<file path="src/rtl/multicycle_ctrl_pkg.sv">
// Purpose: shared encodings for the multicycle MIPS control FSM and its datapath.
// Latency: n/a (constants and types only).
// Backpressure: n/a.
package mc_pkg;

  // FSM state encodings, also exported on the debug state output
  localparam logic [3:0] S_RST     = 4'd0;
  localparam logic [3:0] S_FETCH   = 4'd1;
  localparam logic [3:0] S_DECODE  = 4'd2;
  localparam logic [3:0] S_EXE_R   = 4'd3;
  localparam logic [3:0] S_EXE_I   = 4'd4;
  localparam logic [3:0] S_MEM_ADR = 4'd5;
  localparam logic [3:0] S_MEM_RD  = 4'd6;
  localparam logic [3:0] S_MEM_WB  = 4'd7;
  localparam logic [3:0] S_MEM_WR  = 4'd8;
  localparam logic [3:0] S_ALU_WB  = 4'd9;
  localparam logic [3:0] S_BRANCH  = 4'd10;
  localparam logic [3:0] S_JUMP    = 4'd11;
  localparam logic [3:0] S_JAL     = 4'd12;
  localparam logic [3:0] S_TRAP    = 4'd15;

  // Opcodes (instruction[31:26])
  localparam logic [5:0] OP_RTYPE = 6'b000000;
  localparam logic [5:0] OP_ADDI  = 6'b001000;
  localparam logic [5:0] OP_LW    = 6'b100011;
  localparam logic [5:0] OP_SW    = 6'b101011;
  localparam logic [5:0] OP_BEQ   = 6'b000100;
  localparam logic [5:0] OP_J     = 6'b000010;
  localparam logic [5:0] OP_JAL   = 6'b000011;

  // R-type function codes (instruction[5:0])
  localparam logic [5:0] FN_ADD = 6'b100000;
  localparam logic [5:0] FN_SUB = 6'b100010;
  localparam logic [5:0] FN_AND = 6'b100100;
  localparam logic [5:0] FN_OR  = 6'b100101;
  localparam logic [5:0] FN_SLT = 6'b101010;

  // ALU operation select
  localparam logic [2:0] ALU_ADD = 3'd0;
  localparam logic [2:0] ALU_SUB = 3'd1;
  localparam logic [2:0] ALU_AND = 3'd2;
  localparam logic [2:0] ALU_OR  = 3'd3;
  localparam logic [2:0] ALU_SLT = 3'd4;

  // PC source mux
  localparam logic [1:0] PC_PLUS4 = 2'b00;
  localparam logic [1:0] PC_BR    = 2'b01;
  localparam logic [1:0] PC_JMP   = 2'b10;

  // Register-file destination mux
  localparam logic [1:0] RD_RT = 2'b00;
  localparam logic [1:0] RD_RD = 2'b01;
  localparam logic [1:0] RD_RA = 2'b10;

  // Register-file write-data mux
  localparam logic [1:0] WD_ALU = 2'b00;
  localparam logic [1:0] WD_MDR = 2'b01;
  localparam logic [1:0] WD_PC  = 2'b10;

  // Instruction class latched in DECODE
  typedef enum logic [2:0] {
    CL_R    = 3'd0,
    CL_ADDI = 3'd1,
    CL_LW   = 3'd2,
    CL_SW   = 3'd3,
    CL_BEQ  = 3'd4,
    CL_J    = 3'd5,
    CL_JAL  = 3'd6,
    CL_ILL  = 3'd7
  } iclass_e;

endpackage

</file>
<file path="src/rtl/multicycle_ctrl_if.sv">
// Purpose: control bus between the multicycle FSM and the datapath/memory.
// Latency: n/a (wires only).
// Backpressure: dm_ready from data memory stalls the FSM in its memory states.
interface multicycle_ctrl_if;
  logic [5:0] op;
  logic [5:0] funct;
  logic       zero;
  logic       dm_ready;
  logic       ir_wr;
  logic       pc_wr;
  logic [1:0] pc_src;
  logic       rf_wr;
  logic [1:0] reg_dst;
  logic [1:0] wd_sel;
  logic       alu_srcb;
  logic [2:0] alu_op;
  logic       dm_rd;
  logic       dm_wr;
  logic       instr_done;
  logic       trap;
  logic [3:0] state;

  // Controller side: consumes instruction fields and status, drives controls
  modport master (
    input  op, funct, zero, dm_ready,
    output ir_wr, pc_wr, pc_src, rf_wr, reg_dst, wd_sel, alu_srcb, alu_op,
           dm_rd, dm_wr, instr_done, trap, state
  );

  // Datapath side: supplies instruction fields and status, obeys controls
  modport slave (
    output op, funct, zero, dm_ready,
    input  ir_wr, pc_wr, pc_src, rf_wr, reg_dst, wd_sel, alu_srcb, alu_op,
           dm_rd, dm_wr, instr_done, trap, state
  );
endinterface

</file>
<file path="src/rtl/multicycle_ctrl_opdecode.sv">
// Purpose: combinational op/funct decode into instruction class, legal flag and R-type ALU op.
// Latency: 0 cycles (pure combinational).
// Backpressure: none.
module mc_opdecode
  import mc_pkg::*;
(
  input  logic [5:0] op_i,
  input  logic [5:0] funct_i,
  output iclass_e    iclass_o,
  output logic       legal_o,
  output logic [2:0] r_aluop_o
);

  // Classify the opcode; an R-type is only legal for the five supported functs
  always_comb begin
    iclass_o  = CL_ILL;
    legal_o   = 1'b0;
    r_aluop_o = ALU_ADD;
    case (op_i)
      OP_RTYPE: begin
        legal_o  = 1'b1;
        iclass_o = CL_R;
        case (funct_i)
          FN_ADD:  r_aluop_o = ALU_ADD;
          FN_SUB:  r_aluop_o = ALU_SUB;
          FN_AND:  r_aluop_o = ALU_AND;
          FN_OR:   r_aluop_o = ALU_OR;
          FN_SLT:  r_aluop_o = ALU_SLT;
          default: begin
            legal_o  = 1'b0;
            iclass_o = CL_ILL;
          end
        endcase
      end
      OP_ADDI: begin iclass_o = CL_ADDI; legal_o = 1'b1; end
      OP_LW:   begin iclass_o = CL_LW;   legal_o = 1'b1; end
      OP_SW:   begin iclass_o = CL_SW;   legal_o = 1'b1; end
      OP_BEQ:  begin iclass_o = CL_BEQ;  legal_o = 1'b1; end
      OP_J:    begin iclass_o = CL_J;    legal_o = 1'b1; end
      OP_JAL:  begin iclass_o = CL_JAL;  legal_o = 1'b1; end
      default: begin iclass_o = CL_ILL;  legal_o = 1'b0; end
    endcase
  end

endmodule

</file>
<file path="src/rtl/multicycle_ctrl.sv">
// Purpose: Moore control FSM sequencing the shared-ALU MIPS datapath (3-5 cycles per instruction).
// Latency: FETCH one clock after reset release; each dm_ready=0 cycle adds one cycle.
// Backpressure: holds dm_rd/dm_wr until dm_ready; traps after DM_WAIT_MAX idle wait cycles.
module multicycle_ctrl
  import mc_pkg::*;
#(
  parameter int unsigned DM_WAIT_MAX = 15
) (
  input logic               clk,
  input logic               rst,
  multicycle_ctrl_if.master bus
);

  // Counter value on the last permitted wait cycle; the next idle cycle would reach the limit
  localparam logic [3:0] WAIT_LAST = 4'(DM_WAIT_MAX - 1);

  logic [3:0] state_q, state_d;
  iclass_e    cls_q, cls_d;
  logic [2:0] aop_q, aop_d;
  logic [3:0] wcnt_q, wcnt_d;
  logic       trap_q, trap_d;

  iclass_e    dec_cls;
  logic       dec_legal;
  logic [2:0] dec_aop;

  mc_opdecode u_dec (
    .op_i      (bus.op),
    .funct_i   (bus.funct),
    .iclass_o  (dec_cls),
    .legal_o   (dec_legal),
    .r_aluop_o (dec_aop)
  );

  // Next-state logic; class and R-type ALU op are captured in DECODE so op/funct may move on
  always_comb begin
    state_d = state_q;
    cls_d   = cls_q;
    aop_d   = aop_q;
    wcnt_d  = wcnt_q;
    case (state_q)
      S_RST:    state_d = S_FETCH;
      S_FETCH:  state_d = S_DECODE;
      S_DECODE: begin
        cls_d = dec_cls;
        aop_d = dec_aop;
        if (!dec_legal) begin
          state_d = S_TRAP;
        end else begin
          case (dec_cls)
            CL_R:         state_d = S_EXE_R;
            CL_ADDI:      state_d = S_EXE_I;
            CL_LW, CL_SW: state_d = S_MEM_ADR;
            CL_BEQ:       state_d = S_BRANCH;
            CL_J:         state_d = S_JUMP;
            CL_JAL:       state_d = S_JAL;
            default:      state_d = S_TRAP;
          endcase
        end
      end
      S_EXE_R, S_EXE_I: state_d = S_ALU_WB;
      S_MEM_ADR: begin
        wcnt_d  = 4'd0;
        state_d = (cls_q == CL_LW) ? S_MEM_RD : S_MEM_WR;
      end
      S_MEM_RD, S_MEM_WR: begin
        if (bus.dm_ready) begin
          state_d = (state_q == S_MEM_RD) ? S_MEM_WB : S_FETCH;
        end else if (wcnt_q == WAIT_LAST) begin
          state_d = S_TRAP;
        end else begin
          wcnt_d = wcnt_q + 4'd1;
        end
      end
      S_MEM_WB, S_ALU_WB, S_BRANCH, S_JUMP, S_JAL: state_d = S_FETCH;
      S_TRAP:   state_d = S_TRAP;
      default:  state_d = S_TRAP;
    endcase
    trap_d = trap_q | (state_d == S_TRAP);
  end

  // State, latched decode, wait counter and sticky trap flag
  always_ff @(posedge clk or negedge rst) begin
    if (!rst) begin
      state_q <= S_RST;
      cls_q   <= CL_ILL;
      aop_q   <= ALU_ADD;
      wcnt_q  <= 4'd0;
      trap_q  <= 1'b0;
    end else begin
      state_q <= state_d;
      cls_q   <= cls_d;
      aop_q   <= aop_d;
      wcnt_q  <= wcnt_d;
      trap_q  <= trap_d;
    end
  end

  // Output decode from the current state (BRANCH/MEM_WR also look at zero/dm_ready)
  always_comb begin
    bus.ir_wr      = 1'b0;
    bus.pc_wr      = 1'b0;
    bus.pc_src     = PC_PLUS4;
    bus.rf_wr      = 1'b0;
    bus.reg_dst    = RD_RT;
    bus.wd_sel     = WD_ALU;
    bus.alu_srcb   = 1'b0;
    bus.alu_op     = ALU_ADD;
    bus.dm_rd      = 1'b0;
    bus.dm_wr      = 1'b0;
    bus.instr_done = 1'b0;
    case (state_q)
      S_FETCH: begin
        bus.ir_wr  = 1'b1;
        bus.pc_wr  = 1'b1;
        bus.pc_src = PC_PLUS4;
      end
      S_EXE_R: bus.alu_op = aop_q;
      S_EXE_I, S_MEM_ADR: begin
        bus.alu_srcb = 1'b1;
        bus.alu_op   = ALU_ADD;
      end
      S_MEM_RD: bus.dm_rd = 1'b1;
      S_MEM_WR: begin
        bus.dm_wr      = 1'b1;
        bus.instr_done = bus.dm_ready;
      end
      S_MEM_WB: begin
        bus.rf_wr      = 1'b1;
        bus.reg_dst    = RD_RT;
        bus.wd_sel     = WD_MDR;
        bus.instr_done = 1'b1;
      end
      S_ALU_WB: begin
        bus.rf_wr      = 1'b1;
        bus.wd_sel     = WD_ALU;
        bus.reg_dst    = (cls_q == CL_R) ? RD_RD : RD_RT;
        bus.instr_done = 1'b1;
      end
      S_BRANCH: begin
        bus.alu_op     = ALU_SUB;
        bus.pc_wr      = bus.zero;
        bus.pc_src     = PC_BR;
        bus.instr_done = 1'b1;
      end
      S_JUMP: begin
        bus.pc_wr      = 1'b1;
        bus.pc_src     = PC_JMP;
        bus.instr_done = 1'b1;
      end
      S_JAL: begin
        // PC was already advanced in FETCH, so WD_PC writes the return address
        bus.pc_wr      = 1'b1;
        bus.pc_src     = PC_JMP;
        bus.rf_wr      = 1'b1;
        bus.reg_dst    = RD_RA;
        bus.wd_sel     = WD_PC;
        bus.instr_done = 1'b1;
      end
      default: ;
    endcase
  end

  assign bus.trap  = trap_q;
  assign bus.state = state_q;

endmodule

</file>
<file path="src/flat_wrapper.sv">
// flat-port wrapper written by rule: the top's interface ports become plain ports
module multicycle_ctrl_flat import mc_pkg::*;
#(
  parameter int unsigned DM_WAIT_MAX = 15
)
  (clk, rst, bus_op, bus_funct, bus_zero, bus_dm_ready, bus_ir_wr, bus_pc_wr, bus_pc_src, bus_rf_wr, bus_reg_dst, bus_wd_sel, bus_alu_srcb, bus_alu_op, bus_dm_rd, bus_dm_wr, bus_instr_done, bus_trap, bus_state);
  multicycle_ctrl_if bus_i ();
  input logic clk;
  input logic rst;
  input wire logic [$bits(bus_i.op)-1:0] bus_op;
  input wire logic [$bits(bus_i.funct)-1:0] bus_funct;
  input wire logic [$bits(bus_i.zero)-1:0] bus_zero;
  input wire logic [$bits(bus_i.dm_ready)-1:0] bus_dm_ready;
  output wire logic [$bits(bus_i.ir_wr)-1:0] bus_ir_wr;
  output wire logic [$bits(bus_i.pc_wr)-1:0] bus_pc_wr;
  output wire logic [$bits(bus_i.pc_src)-1:0] bus_pc_src;
  output wire logic [$bits(bus_i.rf_wr)-1:0] bus_rf_wr;
  output wire logic [$bits(bus_i.reg_dst)-1:0] bus_reg_dst;
  output wire logic [$bits(bus_i.wd_sel)-1:0] bus_wd_sel;
  output wire logic [$bits(bus_i.alu_srcb)-1:0] bus_alu_srcb;
  output wire logic [$bits(bus_i.alu_op)-1:0] bus_alu_op;
  output wire logic [$bits(bus_i.dm_rd)-1:0] bus_dm_rd;
  output wire logic [$bits(bus_i.dm_wr)-1:0] bus_dm_wr;
  output wire logic [$bits(bus_i.instr_done)-1:0] bus_instr_done;
  output wire logic [$bits(bus_i.trap)-1:0] bus_trap;
  output wire logic [$bits(bus_i.state)-1:0] bus_state;
  assign bus_i.op = bus_op;
  assign bus_i.funct = bus_funct;
  assign bus_i.zero = bus_zero;
  assign bus_i.dm_ready = bus_dm_ready;
  assign bus_ir_wr = bus_i.ir_wr;
  assign bus_pc_wr = bus_i.pc_wr;
  assign bus_pc_src = bus_i.pc_src;
  assign bus_rf_wr = bus_i.rf_wr;
  assign bus_reg_dst = bus_i.reg_dst;
  assign bus_wd_sel = bus_i.wd_sel;
  assign bus_alu_srcb = bus_i.alu_srcb;
  assign bus_alu_op = bus_i.alu_op;
  assign bus_dm_rd = bus_i.dm_rd;
  assign bus_dm_wr = bus_i.dm_wr;
  assign bus_instr_done = bus_i.instr_done;
  assign bus_trap = bus_i.trap;
  assign bus_state = bus_i.state;
  multicycle_ctrl #(.DM_WAIT_MAX(DM_WAIT_MAX)) u_core (.clk(clk), .rst(rst), .bus(bus_i));
endmodule
</file>
<file path="config.mk">
export PLATFORM = sky130hd
export DESIGN_NAME = multicycle_ctrl_flat
export DESIGN_NICKNAME = d
export VERILOG_FILES = /design/src/rtl/multicycle_ctrl_pkg.sv /design/src/rtl/multicycle_ctrl_if.sv /design/src/rtl/multicycle_ctrl_opdecode.sv /design/src/rtl/multicycle_ctrl.sv /design/src/flat_wrapper.sv
export SDC_FILE = /design/constraint.sdc
export NUM_CORES = 1
export LEC_CHECK = 0
export BUFFER_PORTS_ARGS = -buffer_cell sky130_fd_sc_hd__buf_2
export CAP_MARGIN = 20
export CORE_ASPECT_RATIO = 1.25
export CORE_MARGIN = 4
export CORE_UTILIZATION = 58
export CTS_BUF_LIST = sky130_fd_sc_hd__clkbuf_8
export DETAILED_ROUTE_END_ITERATION = 10
export PLACE_DENSITY = 0.87
export SLEW_MARGIN = 20
export SYNTH_ARGS = -nofsm -noshare
export SYNTH_HDL_FRONTEND = slang
export SYNTH_SLANG_ARGS = --single-unit
</file>
<file path="constraint.sdc">
create_clock -name clk -period 2.7 [get_ports clk]
set_input_delay 0.135 -clock clk [delete_from_list [all_inputs] [get_ports clk]]
set_output_delay 0.135 -clock clk [all_outputs]
set_load 0.02 [all_outputs]
</file>
==> metrics list <==
- The number of cells on the worst reg-to-reg path is 5.
- Share of layout cells above drive strength 1: 0.245
- Clock network latency to the later pin of the worst-skew pair: 0.24 ns
* Via total after detailed routing: 1,422
- The first detailed-routing pass took 4 iterations.
- First-pass GRT wire length: ~5400 um
* Area growth from synthesis to layout: 16.0%
* Capturing element of the worst setup path: bus_pc_wr
* Met2 Resource Use GR: 0.436
- Clock tree synthesis selected as its root buffer the cell sky130_fd_sc_hd__clkbuf_8.
- Average wire per standard cell: between 10 and 15 um
* Type of origin of the critical path: flip-flop
- Clock tree from TritonCTS: built
- For the worst setup path, the data required time is 2.57 ns.
- After layout, the design draws a total of 1.39 mW.
- In this run the static leakage power is between 0.7 and 0.8 nW.
* Xor/xnor share of the synthesized area: 0.0196
* Total Routing Usage GR: 0.224
* Initial antenna violation count: 0
* Most Used Layer, Global Route: met2
* Max-cap violation count: 0
- For this run, the post-layout net count is around 220.
- The worst path needs 2.06 ns of the cycle, external delays included.
- Buffer levels on the longest clock path: 2
- EDFF count, synth: 0
* Critical path class: reg2out
* Placer Congestion: approximately 0.95
- Overall routed net length: 3330 um
* Pwr dens: 899 nW/um^2
- The count of final max-slew check failures was 0.
- Of all flip-flops after synthesis, the portion carrying an async set or reset was 1.00.
- In the routed design, unresolved DRC markers number 0.
* Sequential element share of the synthesized area: 0.283
- Worst hold slack across all endpoints: about 0.18 ns
- In the post-synthesis netlist, the cell with the most instances is sky130_fd_sc_hd__nor2_1.
- On the final layout, the worst clock skew is 0.00278 ns.
* Minimum setup slack after placement: 0.701 ns
- Number of standard-cell rows in the floorplan: 19
* Die extent in y: 61.7 um
- Most common flop cell mapped by yosys: sky130_fd_sc_hd__dfrtp_1
- In this run, CTS created clock tree buffers numbering 3.
- The via count of the first global-routing pass came to 1,339.
- Count of antenna-violating nets left after detailed routing: 0
* Final setup violation count: 0
- STA classifies the critical path endpoint as an output pin.
- Tracing the worst setup path back leads to its startpoint at u_core.bus.state[1].
- Maximum number of pins on one net before global-route repair: 26
- Multiplexer share of the synthesized area: 0.0384
- The initial utilization of the core area, before any placement, comes to 0.605.
* Fin. Hold Viols: 0
- Aggregate global routing overflow: 0
* Number of diodes: 0
* IR Drop Worst-Case VDD: roughly 0.45 mV
- The flow ran to the end, and the final reports show no timing, DRC or antenna violations.
- FF+latch count, synth: 15
- After technology mapping, the gate count stands at 171.
* Post-synthesis cell type with the largest combined area: sky130_fd_sc_hd__dfrtp_1
* H-tree depth reported by CTS: 1
- The number of nets handed over by synthesis was 189.
- Number of distinct library cells after synthesis: 50
* Mean instance size in the synthesized netlist: 7.82 sq um
* Met3 usage: 0.0239
* Worst r2r src: u_core.bus.state[0]
- Worst reg2reg path endpoint: u_core.bus.trap
- Detailed placement ended at an HPWL of around 2600 um.
- Synthesized area: 1340 sq um
* GRT met1 Usage: 0.237
- By area the synthesized netlist is led by sky130_fd_sc_hd__dfrtp_1, sky130_fd_sc_hd__dfstp_2, sky130_fd_sc_hd__nor2_1.
- Of the total synthesized cell area, the portion taken by full adders, half adders and majority gates is 0.0187.
- Setup repair after global routing left no endpoint under its margin.
- In this run the worst path has a maximum fanout of 25.
- The worst path meets setup with approximately 0.64 ns of slack.
- For the pin with the worst max-slew slack, the measured transition is approximately 0.7 ns.
- Data on the critical path arrives at its endpoint at around 1.9 ns.
- Combinational family with the most area after synthesis: simple AND/OR/NAND/NOR gates
- Clock tree synthesis found a total of 15 sinks.
* I/O pin count: 37
* Clock-pin slew of the registers on the worst-case setup and hold paths: roughly 0.060 ns
* Aggregate negative setup slack: 0 ns
- Reg2Reg Setup Slack: 0.67 ns
- In the finished design, the share of the clock period the worst path needs comes to 0.762.
- Yosys printed 0 warnings.
- Post-Synth Simple-Gate Area: 0.390
- For this block, the initial DRC count from the detailed router was 34.
* Synthesized-area fraction occupied by ao, oa, aoi and oai cells: 0.194
- Relative slew slack: 0.538
- In the synthesized netlist, the cells that appear most often are sky130_fd_sc_hd__nor2_1, sky130_fd_sc_hd__nand2_1, sky130_fd_sc_hd__dfrtp_1.
* Area of the die: 3140 sq um
- Count of port buffers added during placement: 36
- The min-delay analysis places its worst path in the category in2reg.
- Die Wd: 51.0 um
* Yosys top cell area share: 0.225
- For this run, the top clock speed supported by timing is ~490 MHz.
- Vias per std cell: a little over 6
- The floorplan step defined a core boundary enclosing 2210 sq um.
## layout by cell type, fill, tap and decap left out, types with 4 or more instances in the layout
master,instances
sky130_fd_sc_hd__nor2_1,19
sky130_fd_sc_hd__nor2b_1,5
sky130_fd_sc_hd__nand2_1,15
sky130_fd_sc_hd__mux2i_1,4
sky130_fd_sc_hd__buf_2,36
sky130_fd_sc_hd__dfrtp_1,12
sky130_fd_sc_hd__nor3_1,9
sky130_fd_sc_hd__nand2b_1,10
sky130_fd_sc_hd__a21oi_1,8
sky130_fd_sc_hd__nand3_1,8
sky130_fd_sc_hd__o21ai_0,8
sky130_fd_sc_hd__a31oi_1,4
sky130_fd_sc_hd__inv_1,5
## sequential cells by signal (all words and copies together), names as in the netlist
register          count
u_core.bus.state      4
u_core.cls_q          3
u_core.wcnt_q         4
u_core.bus.trap       1
u_core.aop_q          3
## critical path, cell delays in order (launching register included)
cell	delay, ns
sky130_fd_sc_hd__dfrtp_1	0.79
sky130_fd_sc_hd__nor2_1	0.15
sky130_fd_sc_hd__nand2_1	0.09
sky130_fd_sc_hd__o21ai_0	0.08
sky130_fd_sc_hd__and2_1	0.19
sky130_fd_sc_hd__a211o_1	0.22
sky130_fd_sc_hd__buf_2	0.16
## layout make-up
| class | instances | area, sq um |
|---|---|---|
| clock buffer | 3 | 41.3 |
| clock inverter | 1 | 3.75 |
| fill | 191 | 659 |
| inverter | 4 | 15.0 |
| multi-input combinational | 140 | 883 |
| sequential | 15 | 379 |
| tap | 31 | 38.8 |
| timing repair buffer | 37 | 190 |
## where the power goes
| group | switching, mW | total [mW] | internal, mW |
|---|---|---|---|
| clock | 0.0755 | 0.176 | 0.101 |
| sequential | 0.185 | 0.516 | 0.330 |
| combinational | 0.418 | 0.703 | 0.285 |
| total | 0.678 | 1.39 | 0.716 |
## through the flow
step,utilization,area [sq um],cells
3_5_place_dp,0.677,1500,226
2_1_floorplan,-,1340,171
6_report,0.702,1550,231
5_1_grt,0.702,1550,231
4_1_cts,0.702,1550,231
3_3_place_gp,0.677,1500,226
## routing by layer
| metal | up-vias | routed length [um] | share of wire |
|---|---|---|---|
| met5 | - | 0 | 0 |
| met1 | 673 | 1340 | 0.40 |
| met2 | 55 | 1710 | 0.51 |
| met4 | 0 | 115 | 0.035 |
| li1 | 680 | - | - |
| met3 | 14 | 172 | 0.052 |
## repair_timing
item,CTS,global route
resized for setup,0,0
hold buffers,1,0
endpoints found under the hold margin,12,0
buffers inserted,0,0
## kinds of logic (layout without fill, tap and decap cells)
kind of cell,Yosys count,count (layout)
AO/OA/AOI/OAI,39,39
buffers and inverters,16,45
AND/OR/NAND/NOR,91,91
flip-flops,15,15
adder cells (fa/ha/maj),2,2
XOR/XNOR,3,3
multiplexers,5,5
## how the worst min path moves through the flow
stage	end	start	cells past startpoint
after global routing	u_core.aop_q[2]	bus_funct[0]	3
after detailed placement	u_core.bus.state[2]	rst	1
after global placement	u_core.bus.trap	rst	1
final	u_core.aop_q[2]	bus_funct[0]	3
after CTS	u_core.aop_q[2]	bus_funct[0]	3
after floorplan	u_core.aop_q[0]	rst	0
Note: power is estimated with default switching activity, not from simulation.
